$ cat src/rtl/timer_pkg.sv
// Shared definitions for the memory-mapped machine timer: register offsets,
// CTRL layout, reset constants and the byte-enable merge helper.
package timer_pkg;

  localparam int TIMER_MTIME_LO    = 'h00;
  localparam int TIMER_MTIME_HI    = 'h04;
  localparam int TIMER_MTIMECMP_LO = 'h08;
  localparam int TIMER_MTIMECMP_HI = 'h0C;
  localparam int TIMER_CTRL        = 'h10;

  localparam int CTRL_EN_BIT         = 0;
  localparam int CTRL_IRQ_EN_BIT     = 1;
  localparam int CTRL_PRESCALE_LSB   = 8;
  localparam int CTRL_PRESCALE_MAX_W = 24;

  localparam logic [63:0] MTIMECMP_RST = 64'hFFFF_FFFF_FFFF_FFFF;

  // 32-bit view of CTRL; PRESCALE occupies the low PrescaleWidth bits of the field.
  typedef struct packed {
    logic [CTRL_PRESCALE_MAX_W-1:0] prescale;
    logic [5:0]                     rsvd;
    logic                           irq_en;
    logic                           en;
  } ctrl_t;

  function automatic logic [31:0] apply_be(input logic [31:0] old_val,
                                           input logic [31:0] wdata,
                                           input logic [3:0]  be);
    logic [31:0] res;
    res = old_val;
    for (int b = 0; b < 4; b++) begin
      if (be[b]) res[8*b +: 8] = wdata[8*b +: 8];
    end
    return res;
  endfunction

endpackage

$ cat src/rtl/timer_prescaler.sv
// Prescaler for the machine timer: counts 0..prescale while enabled and
// pulses tick_o in the cycle the count equals prescale.
module timer_prescaler
  import timer_pkg::*;
#(
  parameter int PrescaleWidth = 8
) (
  input  logic                     clk_i,
  input  logic                     rst_i,
  input  logic                     en_i,
  input  logic                     clear_i,
  input  logic [PrescaleWidth-1:0] prescale_i,
  output logic                     tick_o
);

  logic [PrescaleWidth-1:0] cnt_q, cnt_d;

  assign tick_o = en_i && (cnt_q == prescale_i);

  // Clear wins over the wrap so a CTRL write always restarts the period.
  always_comb begin
    cnt_d = cnt_q;
    if (clear_i) begin
      cnt_d = '0;
    end else if (tick_o) begin
      cnt_d = '0;
    end else if (en_i) begin
      cnt_d = cnt_q + PrescaleWidth'(1);
    end
  end

  always_ff @(posedge clk_i) begin
    if (rst_i) begin
      cnt_q <= '0;
    end else begin
      cnt_q <= cnt_d;
    end
  end

endmodule

$ cat src/rtl/bus_timer.sv
// RISC-V machine timer (mtime/mtimecmp) on a bus device port: register file,
// address decode, one-cycle response path and level timer interrupt.
module bus_timer
  import timer_pkg::*;
#(
  parameter int DataWidth     = 32,
  parameter int AddressWidth  = 32,
  parameter int RegAddrWidth  = 10,
  parameter int PrescaleWidth = 8
) (
  input  logic                    clk_i,
  input  logic                    rst_i,
  input  logic                    device_req_i,
  input  logic [AddressWidth-1:0] device_addr_i,
  input  logic                    device_we_i,
  input  logic [3:0]              device_be_i,
  input  logic [DataWidth-1:0]    device_wdata_i,
  output logic                    device_rvalid_o,
  output logic [DataWidth-1:0]    device_rdata_o,
  output logic                    device_err_o,
  output logic                    timer_irq_o
);

  // Handshake: the device never stalls; every device_req_i cycle yields exactly
  // one device_rvalid_o pulse on the next cycle, with rdata/err valid alongside.

  logic [RegAddrWidth-1:0] reg_off;
  logic sel_mtime_lo, sel_mtime_hi, sel_cmp_lo, sel_cmp_hi, sel_ctrl, hit;
  logic rd, wr, tick;

  logic [63:0]              mtime_q, mtime_d;
  logic [63:0]              mtimecmp_q, mtimecmp_d;
  logic [31:0]              shadow_q, shadow_d;
  logic                     en_q, en_d, irq_en_q, irq_en_d;
  logic [PrescaleWidth-1:0] prescale_q, prescale_d;
  logic                     rvalid_q, err_q, irq_q;
  logic [DataWidth-1:0]     rdata_q, rdata_d;
  logic                     err_d, irq_d;
  ctrl_t                    ctrl_rd, ctrl_wr;
  logic                     unused_addr, unused_ctrl;

  assign reg_off      = {device_addr_i[RegAddrWidth-1:2], 2'b00};
  assign sel_mtime_lo = (reg_off == RegAddrWidth'(TIMER_MTIME_LO));
  assign sel_mtime_hi = (reg_off == RegAddrWidth'(TIMER_MTIME_HI));
  assign sel_cmp_lo   = (reg_off == RegAddrWidth'(TIMER_MTIMECMP_LO));
  assign sel_cmp_hi   = (reg_off == RegAddrWidth'(TIMER_MTIMECMP_HI));
  assign sel_ctrl     = (reg_off == RegAddrWidth'(TIMER_CTRL));
  assign hit = sel_mtime_lo | sel_mtime_hi | sel_cmp_lo | sel_cmp_hi | sel_ctrl;
  assign rd  = device_req_i & ~device_we_i & hit;
  assign wr  = device_req_i &  device_we_i & hit;

  assign unused_addr = ^{device_addr_i[AddressWidth-1:RegAddrWidth], device_addr_i[1:0]};
  assign unused_ctrl = ^{ctrl_wr.prescale[CTRL_PRESCALE_MAX_W-1:PrescaleWidth], ctrl_wr.rsvd};

  always_comb begin
    ctrl_rd          = '0;
    ctrl_rd.en       = en_q;
    ctrl_rd.irq_en   = irq_en_q;
    ctrl_rd.prescale = CTRL_PRESCALE_MAX_W'(prescale_q);
  end

  assign ctrl_wr = ctrl_t'(apply_be(ctrl_rd, device_wdata_i, device_be_i));

  timer_prescaler #(
    .PrescaleWidth(PrescaleWidth)
  ) u_prescaler (
    .clk_i     (clk_i),
    .rst_i     (rst_i),
    .en_i      (en_q),
    .clear_i   (wr & sel_ctrl),
    .prescale_i(prescale_q),
    .tick_o    (tick)
  );

  always_comb begin
    rdata_d = '0;
    if (rd) begin
      if (sel_mtime_lo)      rdata_d = mtime_q[31:0];
      else if (sel_mtime_hi) rdata_d = shadow_q;
      else if (sel_cmp_lo)   rdata_d = mtimecmp_q[31:0];
      else if (sel_cmp_hi)   rdata_d = mtimecmp_q[63:32];
      else                   rdata_d = ctrl_rd;
    end
  end

  // A software write to either mtime half replaces that cycle's increment.
  always_comb begin
    mtime_d    = mtime_q;
    mtimecmp_d = mtimecmp_q;
    shadow_d   = shadow_q;
    en_d       = en_q;
    irq_en_d   = irq_en_q;
    prescale_d = prescale_q;
    if (wr && sel_mtime_lo) begin
      mtime_d[31:0] = apply_be(mtime_q[31:0], device_wdata_i, device_be_i);
    end else if (wr && sel_mtime_hi) begin
      mtime_d[63:32] = apply_be(mtime_q[63:32], device_wdata_i, device_be_i);
    end else if (tick) begin
      mtime_d = mtime_q + 64'd1;
    end
    if (wr && sel_cmp_lo) mtimecmp_d[31:0]  = apply_be(mtimecmp_q[31:0], device_wdata_i, device_be_i);
    if (wr && sel_cmp_hi) mtimecmp_d[63:32] = apply_be(mtimecmp_q[63:32], device_wdata_i, device_be_i);
    if (wr && sel_ctrl) begin
      en_d       = ctrl_wr.en;
      irq_en_d   = ctrl_wr.irq_en;
      prescale_d = ctrl_wr.prescale[PrescaleWidth-1:0];
    end
    if (rd && sel_mtime_lo) shadow_d = mtime_q[63:32];
  end

  assign err_d = device_req_i & ~hit;
  assign irq_d = irq_en_q & (mtime_q >= mtimecmp_q);

  always_ff @(posedge clk_i) begin
    if (rst_i) begin
      mtime_q    <= '0;
      mtimecmp_q <= MTIMECMP_RST;
      shadow_q   <= '0;
      en_q       <= 1'b0;
      irq_en_q   <= 1'b0;
      prescale_q <= '0;
      rvalid_q   <= 1'b0;
      rdata_q    <= '0;
      err_q      <= 1'b0;
      irq_q      <= 1'b0;
    end else begin
      mtime_q    <= mtime_d;
      mtimecmp_q <= mtimecmp_d;
      shadow_q   <= shadow_d;
      en_q       <= en_d;
      irq_en_q   <= irq_en_d;
      prescale_q <= prescale_d;
      rvalid_q   <= device_req_i;
      rdata_q    <= rdata_d;
      err_q      <= err_d;
      irq_q      <= irq_d;
    end
  end

  assign device_rvalid_o = rvalid_q;
  assign device_rdata_o  = rdata_q;
  assign device_err_o    = err_q;
  assign timer_irq_o     = irq_q;

endmodule
$ cat config.mk
export PLATFORM = sky130hd
export DESIGN_NAME = bus_timer
export DESIGN_NICKNAME = d
export VERILOG_FILES = /design/src/rtl/timer_pkg.sv /design/src/rtl/timer_prescaler.sv /design/src/rtl/bus_timer.sv
export SDC_FILE = /design/constraint.sdc
export NUM_CORES = 1
export LEC_CHECK = 0
export BUFFER_PORTS_ARGS = -buffer_cell sky130_fd_sc_hd__buf_2
export CAP_MARGIN = 20
export CORE_MARGIN = 2
export CORE_UTILIZATION = 40
export CTS_CLUSTER_SIZE = 12
export DETAILED_ROUTE_END_ITERATION = 6
export PLACE_DENSITY = 0.61
export RECOVER_POWER = 100
export SLEW_MARGIN = 20
export SYNTH_ARGS = -nofsm -noshare
export SYNTH_HDL_FRONTEND = slang
export SYNTH_SLANG_ARGS = --single-unit
$ cat constraint.sdc
create_clock -name clk_i -period 7.1 [get_ports clk_i]
set_input_delay 0 -clock clk_i [delete_from_list [all_inputs] [get_ports clk_i]]
set_output_delay 0 -clock clk_i [all_outputs]
set_load 0.05 [all_outputs]
### Word level (Yosys, flattened, before mapping)

Cells that the tools add are included.

| storage, ports and cells | value |
|---|---|
| output and inout bits | 35 |
| bits in read-only memories | 0 |
| logic and storage cells | 99 |
| memories kept | 0 |
| flip-flop bits (word level) | 213 |
| memory bits (writable) | 0 |
| latch bits | 0 |

| operators by class | value |
|---|---|
| $add $sub $neg | 2 |
| magnitude comparators | 1 |
| equality and inequality tests | 14 |
| muxes and demuxes | 12 |
| multiply operators | 0 |
| divide/modulo/power cells | 0 |
| reductions and logical operators | 30 |
| shifts and indexed selects | 0 |
| bitwise logic cells | 15 |

Operator list:

| cell | number |
|---|---|
| two-way mux 32 bit | 7 |
| adder 64 x 1 -> 64 bit, second input constant | 1 |
| >= comparator 64 bit | 1 |
| two-way mux 64 bit | 1 |
| two-way mux 8 bit | 4 |
| AND reduction 3 bit | 8 |
| AND reduction 2 bit | 10 |
| != test 2 bit, second input constant | 9 |
| == test 8 x 2 -> 1 bit, second input constant | 2 |
| logical NOT 10 bit | 1 |
| adder 8 x 1 -> 8 bit, second input constant | 1 |
| == test 8 x 1 -> 1 bit, second input constant | 1 |
| == test 8 x 3 -> 1 bit, second input constant | 1 |
| == test 8 bit | 1 |
| bitwise AND 1 bit | 7 |
| logical AND 1 bit | 7 |
| NOT 1 bit | 4 |
| bitwise OR 1 bit | 4 |
| nonzero test 2 bit | 2 |
| OR reduction 3 bit | 1 |
| OR reduction 2 bit | 1 |

### Depth between registers and ports, before layout

Gate-level depths: netlist (run 1).

| logic depth | value |
|---|---|
| depth after elaboration | 9 |
| depth in mapped cells | 9 |

### Cells and area by module

A second synthesis (run 1) with hierarchy kept.

| unflattened totals | value |
|---|---|
| cell total of the unflattened synthesis | 1,534 |
| area total of the unflattened synthesis | 11,989.0 um2 |

By module, submodules not included:

| module | times used | area each (um2) | sequential area each (um2) | cells each |
|---|---|---|---|---|
| bus_timer | 1 | 11,544.8 | 4,103.9 | 1,485 |
| timer_prescaler | 1 | 444.2 | 160.2 | 49 |

### Worst setup path before layout (run 1)

OpenSTA, ideal clock, no wires.

| timing path | value |
|---|---|
| path type | register -> register |
| start point | register mtime_q[12] |
| end point | register mtime_q[56] |
| clock period less this slack | 2.221 ns |
| path buffers | 1 |
| data required time | 7.042 ns |
| data arrival time | 2.163 ns |
| path slack | 4.879 ns |
| cell stages (with the launch flop) | 8 |
| cell sequence | dfxtp_1 clkbuf_1 nand4_1 nor4_1 nand4_1 or4_1 a21oi_1 o21a_1 |

| on the way | value |
|---|---|
| cells in the longest elaborated chain, start to end | 3 |

RTL lines:

| what | line | source |
|---|---|---|
| from (decl) | bus_timer.sv:31 | `logic [63:0] mtime_q, mtime_d;` |
| from (signal assigned) | bus_timer.sv:127 | `mtime_q <= mtime_d;` |
| adder 64 x 1 -> 64 bit | bus_timer.sv:99 | `mtime_d = mtime_q + 64'd1;` |
| two-way mux 64 bit | bus_timer.sv:98 | `end else if (tick) begin` |
| two-way mux 32 bit | bus_timer.sv:96 | `end else if (wr && sel_mtime_hi) begin` |

No other way between the ends. The select of a mux whose other input is x is not followed.
A chain may end at the register's enable or synchronous reset.

### Worst setup path after layout (run 1)

| timing path | value |
|---|---|
| start point | input port device_addr_i[3] |
| end point | register mtimecmp_q[24] |

| on the way | value |
|---|---|
| cells in the longest elaborated chain, start to end | 8 |

RTL lines:

| what | line | source |
|---|---|---|
| from (decl) | bus_timer.sv:14 | `input logic [AddressWidth-1:0] device_addr_i,` |
| == test 8 x 1 -> 1 bit or logical NOT 10 bit (tied branches) | bus_timer.sv:44, bus_timer.sv:43 |  |
| bitwise OR 1 bit (4 in a row) | bus_timer.sv:48 | `assign hit = sel_mtime_lo \| sel_mtime_hi \| sel_cmp_lo \| sel_cmp_hi \| sel_ctrl;` |
| bitwise AND 1 bit | bus_timer.sv:50 | `assign wr = device_req_i & device_we_i & hit;` |
| logical AND 1 bit (*) | bus_timer.sv:101 | `if (wr && sel_cmp_lo) mtimecmp_d[31:0] = apply_be(mtimecmp_q[31:0], device_wdata_i, device_be_i);` |
| AND reduction 2 bit (no line) (*) | -- |  |
| to (signal assigned) | bus_timer.sv:128 | `mtimecmp_q <= mtimecmp_d;` |
| to (decl) | bus_timer.sv:32 | `logic [63:0] mtimecmp_q, mtimecmp_d;` |

Every way passes the cells marked *; elsewhere a longest branch is shown, timed or not.

==> results.json, run 1 <==
{
  "holdWs_ns": 0.0336,
  "clk_latency_ns": 0.53,
  "synth_cells": 1559,
  "coreArea_um2": 30300,
  "clockPowerShare": 0.524,
  "start_util": 0.403,
  "io_pins": 107,
  "cts_tree": "built",
  "grtUsageTotal": 0.266,
  "synth.area.top_cells": "dfxtp_1 35%, ha_1 6.7%, nand2_1 6.6%",
  "max-vdd-ir-drop_mv": 0.154,
  "nets": 1768,
  "violations": "design-rule violations, max-capacitance violations, max-slew violations",
  "ys_ff_latch": 213,
  "fp-row-count": 64,
  "detail-route-antenna-nets": 0,
  "post-route-period-util": 0.717,
  "hold_violations": 0,
  "layout_min_cycle_time_ns": 5.09,
  "drc": 3,
  "cp_top_family": "buffers and inverters",
  "wire_per_inst_um": 20.9,
  "cp_slowest_cell": "clkbuf_1",
  "drtIter0Drc": 1312,
  "finClkSkew_ns": 0.0142,
  "pwr-share-seq": 0.432,
  "worstSetupEndpointType": "register",
  "worst_slew_pin_slew_ns": 2.52,
  "path_class": "in -> reg",
  "die_w_um": 179,
  "clockBufferDepth": 3,
  "setup_viol": 0,
  "cts_buffers": 25,
  "synth_cell_types": 74,
  "port_buffers": 82,
  "cts_resized": 0,
  "antenna_found_initial": 0,
  "final_util": 0.466,
  "grt_pass1_vias": 11500,
  "grt_max_degree": 91,
  "first_pass_iters": 7,
  "max-cap-violations": 7,
  "gr-total-overflow": 0,
  "yosysTopAreaCellShare": 0.348,
  "fin_tns_setup_ns": 0,
  "globalplace.congestion": 0.935,
  "synth.most_common_cell": "nand2_1",
  "drive_above_1_share": 0.0753,
  "yosysWarnings": 0,
  "drv_slew": 319,
  "p_sw_frac": 0.221,
  "vias": 12300,
  "grt_pass1_wl_um": 66500,
  "leakagePower_nw": 5.96,
  "synth_ff_type": "dfxtp_1",
  "p_int_mw": 2.15,
  "dp_worst_setup_slack_ns": 3.62,
  "syn_area_per_cell_um2": 7.85,
  "fmaxAchievable_mhz": 196,
  "yosysSeqAreaShare": 0.348,
  "final_cells": 2043,
  "crit_arrival_ns": 5.49,
  "place_inst": 1950,
  "ys_async_sr_fraction": 0,
  "synth.net_count": 1697,
  "synth_edf_count": 0,
  "rsz0062_at_grt": "no",
  "cts_num_sinks": 213,
  "max_stage_delay_ns": 1.75,
  "netlist_area_um2": 12200,
  "syn_to_final_growth_pct": 15.5,
  "num-fill-cells": 3023,
  "crit_required_ns": 7.50,
  "cp-start-kind": "input port",
  "p_sw_mw": 0.612,
  "hold_class": "in -> reg",
  "avgViaCountPerCell": 6.04,
  "status": "complete, but fails checks",
  "maxSlewHeadroom": -0.679,
  "cts_setup_buffers": 0,
  "yosys.area.top_type": "dfxtp_1",
  "critical_path_buf_inv_count": 2,
  "post-dp-hpwl_um": 29100,
  "wl_um": 42800,
  "crit_path_cell_trace": "clkbuf_1, nand3b_1, nor2_2, clkbuf_1, nand2_1, a211o_1",
  "die_h_um": 179,
  "die-area_um2": 32000,
  "diodes": 0,
  "cpMostUsedCell": "clkbuf_1",
  "path_clk_slew_ns": 0.06,
  "htreeDepth": 1,
  "ys_top_cells_by_count": "216 x nand2_1, 213 x dfxtp_1, 151 x a21oi_1",
  "pwr-share-comb": 0.043,
  "cts_root_buffer": "clkbuf_16",
  "worstPathMaxFanout": 41,
  "powerDensity_nw_per_um2": 196,
  "setup_slack_ns": 2.01
}
cell type report:
cell class              instances  area, µm²  area share
multi-input cells            1169       7250       0.512
flip-flops and latches        213       4260       0.301
repair buffers                144        930      0.0657
clock buffers                  34        719      0.0509
well taps                     396        495      0.0350
inverters                      77        289      0.0204
clock inverters                10        200      0.0142
worst paths after layout:
check	start	to	slack [ns]	cells after the start
worst max register to register	mtime_q[19]	mtime_q[45]	3.56	6
worst max-delay path	device_addr_i[3]	mtimecmp_q[24]	2.01	6
worst min-delay path	device_be_i[0]	irq_en_q	0.03	4
worst min register to register	shadow_q[13]	shadow_q[13]	0.46	2
power groups by stage:
| stage | combinational [mW] | clock (mW) | sequential, mW |
|---|---|---|---|
| 6_report | 0.120 | 1.45 | 1.20 |
| 5_1_grt | 0.125 | 1.52 | 1.20 |
| 4_1_cts | 0.119 | 1.47 | 1.20 |
| 3_5_place_dp | 0.102 | 0 | 1.22 |
| 3_3_place_gp | 0.102 | 0 | 1.22 |
| 2_1_floorplan | 0.0452 | 0 | 1.22 |
placed cells by master, fill, tap and decap left out, drive strengths merged, types with 6 or more instances in the layout:
cell type / synthesis / final
a211o: 33 / 33
a211oi: 37 / 37
a21boi: 7 / 7
a21o: 16 / 16
a21oi: 151 / 151
a31o: 7 / 7
a31oi: 15 / 15
and2: 11 / 11
and3: 57 / 57
and4: 18 / 18
buf: 26 / 51
bufinv: 0 / 6
clkbuf: 74 / 78
dfxtp: 213 / 213
dlygate4sd3: 0 / 49
ha: 66 / 66
inv: 77 / 77
mux2: 9 / 9
mux2i: 47 / 47
nand2: 216 / 216
nand2b: 6 / 6
nand3: 47 / 47
nand4: 46 / 46
nor2: 95 / 95
nor3: 35 / 35
nor4: 25 / 25
o21a: 11 / 11
o21ai: 107 / 107
o22ai: 11 / 11
o31ai: 8 / 8
o32ai: 11 / 11
or4: 11 / 11
xnor2: 9 / 9
xor2: 6 / 6
worst min-delay path, cell delays in order:
cell and delay [ns]:
buf_2 0.20, nand2_1 0.16, mux2i_1 0.09, nor2_1 0.07
through the flow:
stage / cell area [µm²] / total power [mW]
finish: 14100 / 2.77
CTS: 14200 / 2.79
global route: 14100 / 2.84
floorplan: 12200 / 1.27
global placement: 12800 / 1.32
detailed placement: 12800 / 1.32
per-layer routing:
metal  routed length, µm  GRT usage  vias up
li1                    -          -     5841
met1               19200      0.371     5897
met2               19100      0.421      519
met3                3080     0.0371       80
met4                1370     0.0894        0
met5                   0          0        -
cells by family after synthesis:
logic type | Yosys count | synth area share
and+or+nand+nor | 585 | 0.239
DFF | 213 | 0.348
muxes | 56 | 0.0470
xor gates and xnor gates | 15 | 0.0107
adders and majority gates | 66 | 0.0674
AOI/OAI and AO/OA | 447 | 0.229
buffers and inverters | 177 | 0.0589
repair_timing:
item	4_1_cts	5_1_grt
hold buffers	49	0
setup endpoints to repair	0	0
hold endpoints to repair	145	0
sequential cells by signal, indices dropped and copies added (netlist names):
| name | count |
|---|---|
| mtime_q | 64 |
| irq_en_q | 1 |
| mtimecmp_q | 64 |
| u_prescaler.cnt_q | 8 |
| device_rvalid_o | 1 |
| prescale_q | 8 |
| device_rdata_o | 32 |
| timer_irq_o | 1 |
| device_err_o | 1 |
| en_q | 1 |
| shadow_q | 32 |
Power figures use the tool's default switching activity.
==> run 2: changes to the inputs <==
--- a/config.mk
+++ b/config.mk
@@ -5,13 +5,14 @@
 export SDC_FILE = /design/constraint.sdc
 export NUM_CORES = 1
 export LEC_CHECK = 0
+export ABC_AREA = 1
 export BUFFER_PORTS_ARGS = -buffer_cell sky130_fd_sc_hd__buf_2
 export CAP_MARGIN = 20
 export CORE_MARGIN = 2
 export CORE_UTILIZATION = 40
 export CTS_CLUSTER_SIZE = 12
 export DETAILED_ROUTE_END_ITERATION = 6
-export PLACE_DENSITY = 0.61
+export PLACE_DENSITY = 0.63
 export RECOVER_POWER = 100
 export SLEW_MARGIN = 20
 export SYNTH_ARGS = -nofsm -noshare
==> constraint.sdc (replaced) <==
create_clock -name clk_i -period 4.2 [get_ports clk_i]
set_input_delay 0 -clock clk_i [delete_from_list [all_inputs] [get_ports clk_i]]
set_output_delay 0 -clock clk_i [all_outputs]
set_load 0.05 [all_outputs]
==> results.json, run 2 <==
{
  "fp-row-count": 66,
  "detail-route-antenna-nets": 0,
  "wl_um": 47800,
  "num-fill-cells": 3415,
  "path_class": "in -> reg",
  "fin_tns_setup_ns": 0,
  "yosysWarnings": 0,
  "maxSlewHeadroom": -0.577,
  "cts-hold-fix-buffers": 41,
  "post-dp-hpwl_um": 35600,
  "crit_path_cell_trace": "clkbuf_1, inv_1, nand2_1, nor2_1, nand2_1, nand2_1, nand3_4, nor2_2, nand2_1, o21ai_0, dlygate4sd3_1, nor2_1, dlygate4sd3_1",
  "grt_pass1_wl_um": 73000,
  "cts_tree": "built",
  "ys_top_cells_by_count": "603 x nand2_1, 349 x nor2_1, 225 x inv_1",
  "nets": 2308,
  "crit_arrival_ns": 3.88,
  "rsz0062_at_grt": "no",
  "hold_violations": 0,
  "cts_resized": 0,
  "synth_cells": 2082,
  "fmaxAchievable_mhz": 290,
  "seqCellArea_um2": 4260,
  "synth.area.top_cells": "dfxtp_1 32%, nand2_1 17%, nor2_1 10%",
  "clk_latency_ns": 0.56,
  "worstSetupEndpointType": "register",
  "top_regs": "mtime_q: 64 flops, mtimecmp_q: 64 flops",
  "met3_length_um": 4110,
  "drc": 0,
  "synth_edf_count": 0,
  "grt_max_degree": 73,
  "worstPathMaxFanout": 21,
  "gr-total-overflow": 0,
  "finClkSkew_ns": 0.0263,
  "htreeDepth": 1,
  "netlist_area_um2": 13100,
  "diodes": 0,
  "cts_setup_buffers": 0,
  "syn_to_final_growth_pct": 14.7,
  "cp-start-kind": "input port",
  "hold_class": "in -> reg",
  "max-cap-violations": 1,
  "crit_required_ns": 4.64,
  "synth.net_count": 2220,
  "powerDensity_nw_per_um2": 301,
  "cts_num_sinks": 213,
  "drive_above_1_share": 0.0526,
  "die_w_um": 185,
  "highest_layer": "met4",
  "first_pass_iters": 6,
  "layout_commonest_cell": "nand2_1",
  "start_util": 0.404,
  "status": "complete, but fails checks",
  "max_stage_delay_ns": 0.72,
  "avgViaCountPerCell": 5.31,
  "leakagePower_nw": 7.27,
  "cp_slowest_cell": "inv_1",
  "wire_per_inst_um": 18.2,
  "syn_area_per_cell_um2": 6.30,
  "setup_slack_ns": 0.756,
  "yosys.area.top_type": "dfxtp_1",
  "post-route-period-util": 0.820,
  "path_clk_slew_ns": 0.06,
  "io_pins": 107,
  "cpMostUsedCell": "nand2_1",
  "vias": 14000,
  "cts_buffers": 26,
  "setup_viol": 0,
  "yosysSeqAreaShare": 0.325,
  "drtIter0Drc": 1272,
  "coreArea_um2": 32500,
  "worst_slew_pin_slew_ns": 2.37,
  "yosysTopAreaCellShare": 0.325,
  "ys_async_sr_fraction": 0,
  "port_buffers": 82,
  "globalplace.congestion": 0.967,
  "synth_cell_types": 38,
  "synth_ff_type": "dfxtp_1",
  "max-vdd-ir-drop_mv": 0.307,
  "clockBufferDepth": 3,
  "dp_worst_setup_slack_ns": 1.48,
  "cts_root_buffer": "clkbuf_16",
  "grtUsageTotal": 0.279,
  "layout_min_cycle_time_ns": 3.44,
  "violations": "max-capacitance violations, max-slew violations",
  "wl_met2_um": 20900,
  "synth.most_common_cell": "nand2_1",
  "drv_slew": 37,
  "wl_met1_um": 21000,
  "ys_ff_latch": 213,
  "antenna_found_initial": 0,
  "mostFrequentLayoutCells": "611 x nand2_1, 350 x nor2_1, 226 x inv_1",
  "multiInputGateArea_um2": 7610,
  "die_h_um": 185,
  "die-area_um2": 34300,
  "grt_pass1_vias": 12700
}
run 2: cell types whose count changed in the layout (fill, tap and decap cells not counted), sizes merged, moves of 19 or more:
| cell | previous run | this run |
|---|---|---|
| a211o | 33 | 0 |
| a211oi | 37 | 0 |
| and3 | 57 | 1 |
| inv | 77 | 229 |
| mux2i | 47 | 0 |
| nand2 | 216 | 614 |
| nand3 | 47 | 88 |
| nand4 | 46 | 17 |
| nor2 | 95 | 354 |
| nor4 | 25 | 2 |
| o211ai | 2 | 84 |
| xor2 | 6 | 25 |
run 2: metrics by stage:
stage	area, µm²	utilization	total power, mW	hold WS [ns]	cells
final	15100	0.464	4.54	0.0370	2629
after global routing	15100	0.464	4.65	0.0738	2629
after CTS	15200	0.467	4.56	0.0157	2629
after detailed placement	13900	0.427	2.20	0.309	2543
after global placement	13900	0.427	2.20	0.299	2543
after floorplan	13100	-	2.13	0.159	2082
run 2: cells by family after synthesis:
logic type / share of synthesized area
AND/OR/NAND/NOR: 0.344
adder cells (fa/ha/maj): 0.0629
XOR/XNOR: 0.0227
AO/OA/AOI/OAI: 0.154
flip-flops: 0.325
buffers and inverters: 0.0923
run 2: path summary, 6_finish.rpt:
check | start | to | slack, ns | cells after the start
max reg2reg | mtime_q[0] | mtime_q[32] | 1.61 | 11
max | device_addr_i[2] | irq_en_q | 0.76 | 13
min reg2reg | mtimecmp_q[57] | mtimecmp_q[57] | 0.48 | 2
min | device_we_i | device_rdata_o[16] | 0.04 | 4
run 2: worst max-delay path: cells and delay by family:
kind                   cells  cell delay [ns]
buffers and inverters      4             2.00
AO/OA/AOI/OAI              1             0.19
AND/OR/NAND/NOR            8             1.68
run 2: power breakdown:
part,internal (mW),leakage [nW],switching [mW]
logic,0.0515,5.11,0.106
registers,2.02,1.72,0.00190
clock network,1.44,0.438,0.919
run 2: area by class of cell:
| type | count | share of cell area |
|---|---|---|
| Clock buffer | 38 | 0.0508 |
| Clock inverter | 7 | 0.00806 |
| Sequential cell | 213 | 0.283 |
| Multi-Input combinational cell | 1560 | 0.505 |
| Inverter | 230 | 0.0575 |
| Tap cell | 442 | 0.0367 |
| Timing Repair Buffer | 139 | 0.0586 |
run 2: per-layer routing:
metal,track usage,vias up
li1,-,6905
met1,0.383,6371
met4,0.0994,0
met5,0,-
met3,0.0450,88
met2,0.441,586
==> run 3: changes to the inputs <==
--- a/config.mk
+++ b/config.mk
@@ -5,7 +5,7 @@
 export SDC_FILE = /design/constraint.sdc
 export NUM_CORES = 1
 export LEC_CHECK = 0
-export ABC_AREA = 1
+export ABC_AREA = 0
 export BUFFER_PORTS_ARGS = -buffer_cell sky130_fd_sc_hd__buf_2
 export CAP_MARGIN = 20
 export CORE_MARGIN = 2
==> constraint.sdc (replaced) <==
create_clock -name clk_i -period 2.97 [get_ports clk_i]
set_input_delay 0 -clock clk_i [delete_from_list [all_inputs] [get_ports clk_i]]
set_output_delay 0 -clock clk_i [all_outputs]
set_load 0.05 [all_outputs]
==> results.json, run 3 (synthesis gave the netlist of run 1 again) <==
{
  "crit_arrival_ns": 3.21,
  "syn_to_final_growth_pct": 18.3,
  "antenna_found_initial": 0,
  "grt_pass1_wl_um": 68700,
  "top_regs": "mtime_q: 64 flops, mtimecmp_q: 64 flops",
  "clockBufferDepth": 3,
  "post-dp-hpwl_um": 31100,
  "grt_pass1_vias": 11900,
  "fmaxAchievable_mhz": 360,
  "drv_slew": 0,
  "globalplace.congestion": 0.955,
  "grtUsageTotal": 0.277,
  "drtIter0Drc": 1314,
  "ff2ff_setup_slack_ns": 0.20,
  "clk_latency_ns": 0.53,
  "htreeDepth": 1,
  "worstPathMaxFanout": 32,
  "dp_worst_setup_slack_ns": 0.355,
  "cts_num_sinks": 213,
  "cts_buffers": 24,
  "vias": 12800,
  "rr_worst_depth": 6,
  "coreArea_um2": 30300,
  "first_pass_iters": 7,
  "cp-start-kind": "input port",
  "mostFrequentLayoutCells": "216 x nand2_1, 213 x dfxtp_1, 151 x a21oi_1",
  "worstSetupEndpointType": "register",
  "wl_um": 44700,
  "worst_slew_pin_slew_ns": 1.31,
  "post-route-period-util": 0.936,
  "max-cap-violations": 0,
  "drive_above_1_share": 0.103,
  "io_pins": 107,
  "status": "complete, but fails checks",
  "cts_root_buffer": "clkbuf_16",
  "path_class": "in -> reg",
  "die_h_um": 179,
  "drc": 1,
  "layout_commonest_cell": "nand2_1",
  "wire_per_inst_um": 21.2,
  "grt_max_degree": 87,
  "cts_tree": "built",
  "diodes": 0,
  "maxSlewHeadroom": 0.130,
  "finClkSkew_ns": 0.0154,
  "layout_min_cycle_time_ns": 2.78,
  "setup_slack_ns": 0.191,
  "hold_class": "in -> reg",
  "fp-row-count": 64,
  "detail-route-antenna-nets": 0,
  "leakagePower_nw": 6.21,
  "path_clk_slew_ns": 0.06,
  "holdPathStages": 4,
  "nets": 1838,
  "port_buffers": 82,
  "max-vdd-ir-drop_mv": 0.303,
  "crit_required_ns": 3.40,
  "violations": "design-rule violations",
  "rsz0062_at_grt": "no",
  "start_util": 0.403,
  "setup_viol": 0,
  "die_w_um": 179,
  "hold_violations": 0,
  "gr-total-overflow": 0,
  "fin_tns_setup_ns": 0,
  "powerDensity_nw_per_um2": 423,
  "die-area_um2": 32000,
  "avgViaCountPerCell": 6.08
}
run 3: metrics by stage:
stage	instances	hold slack (ns)	total power, mW	util	cell area (µm²)
after floorplan	1559	0.125	3.04	-	12200
after global placement	2022	0.237	3.17	0.441	13400
after detailed placement	2022	0.243	3.17	0.441	13400
after CTS	2112	0.0101	6.16	0.483	14600
after global routing	2112	0.0323	6.29	0.477	14500
final	2112	0.0165	6.13	0.477	14500
run 3: worst max-delay path: stages:
cell,delay (ns)
dlygate4sd3_1,0.54
clkbuf_1,0.17
or2_2,0.34
or4_1,0.51
clkbuf_1,0.57
nor3b_1,0.53
buf_12,0.26
nand2_1,0.11
a21oi_1,0.14
run 3: timing repair:
action | CTS | global route
setup buffers | 0 | 0
gates resized for setup | 0 | 0
hold buffers | 48 | 0
hold endpoints to repair | 128 | 0
run 3: routing by layer:
layer / up-vias / wire length (µm) / track usage / part of all wire
met1: 6154 / 19300 / 0.382 / 0.43
met2: 615 / 20200 / 0.444 / 0.45
met3: 83 / 3790 / 0.0358 / 0.085
met5: - / 0 / 0 / 0
met4: 0 / 1440 / 0.0959 / 0.032
li1: 5980 / - / - / -
run 3: power breakdown:
group	leakage, nW	internal [mW]	total [mW]	switching [mW]
Sequential	1.72	2.86	2.86	0.000817
Combinational	4.11	0.0908	0.295	0.204
Clock	0.377	1.75	2.97	1.22
run 3: layout make-up:
type	count	area (µm²)
fillers	2981	15900
clock inverters	3	40.0
well taps	396	495
multi-input cells	1169	7220
inverters	77	289
flip-flops and latches	213	4260
clock buffers	39	728
repair buffers	215	1450
run 3: worst paths after layout:
path,from,endpoint
worst max-delay path,device_addr_i[4],shadow_q[20]
worst min-delay path,device_be_i[0],irq_en_q
worst max register to register,u_prescaler.cnt_q[1],mtime_q[27]
worst min register to register,shadow_q[13],shadow_q[13]
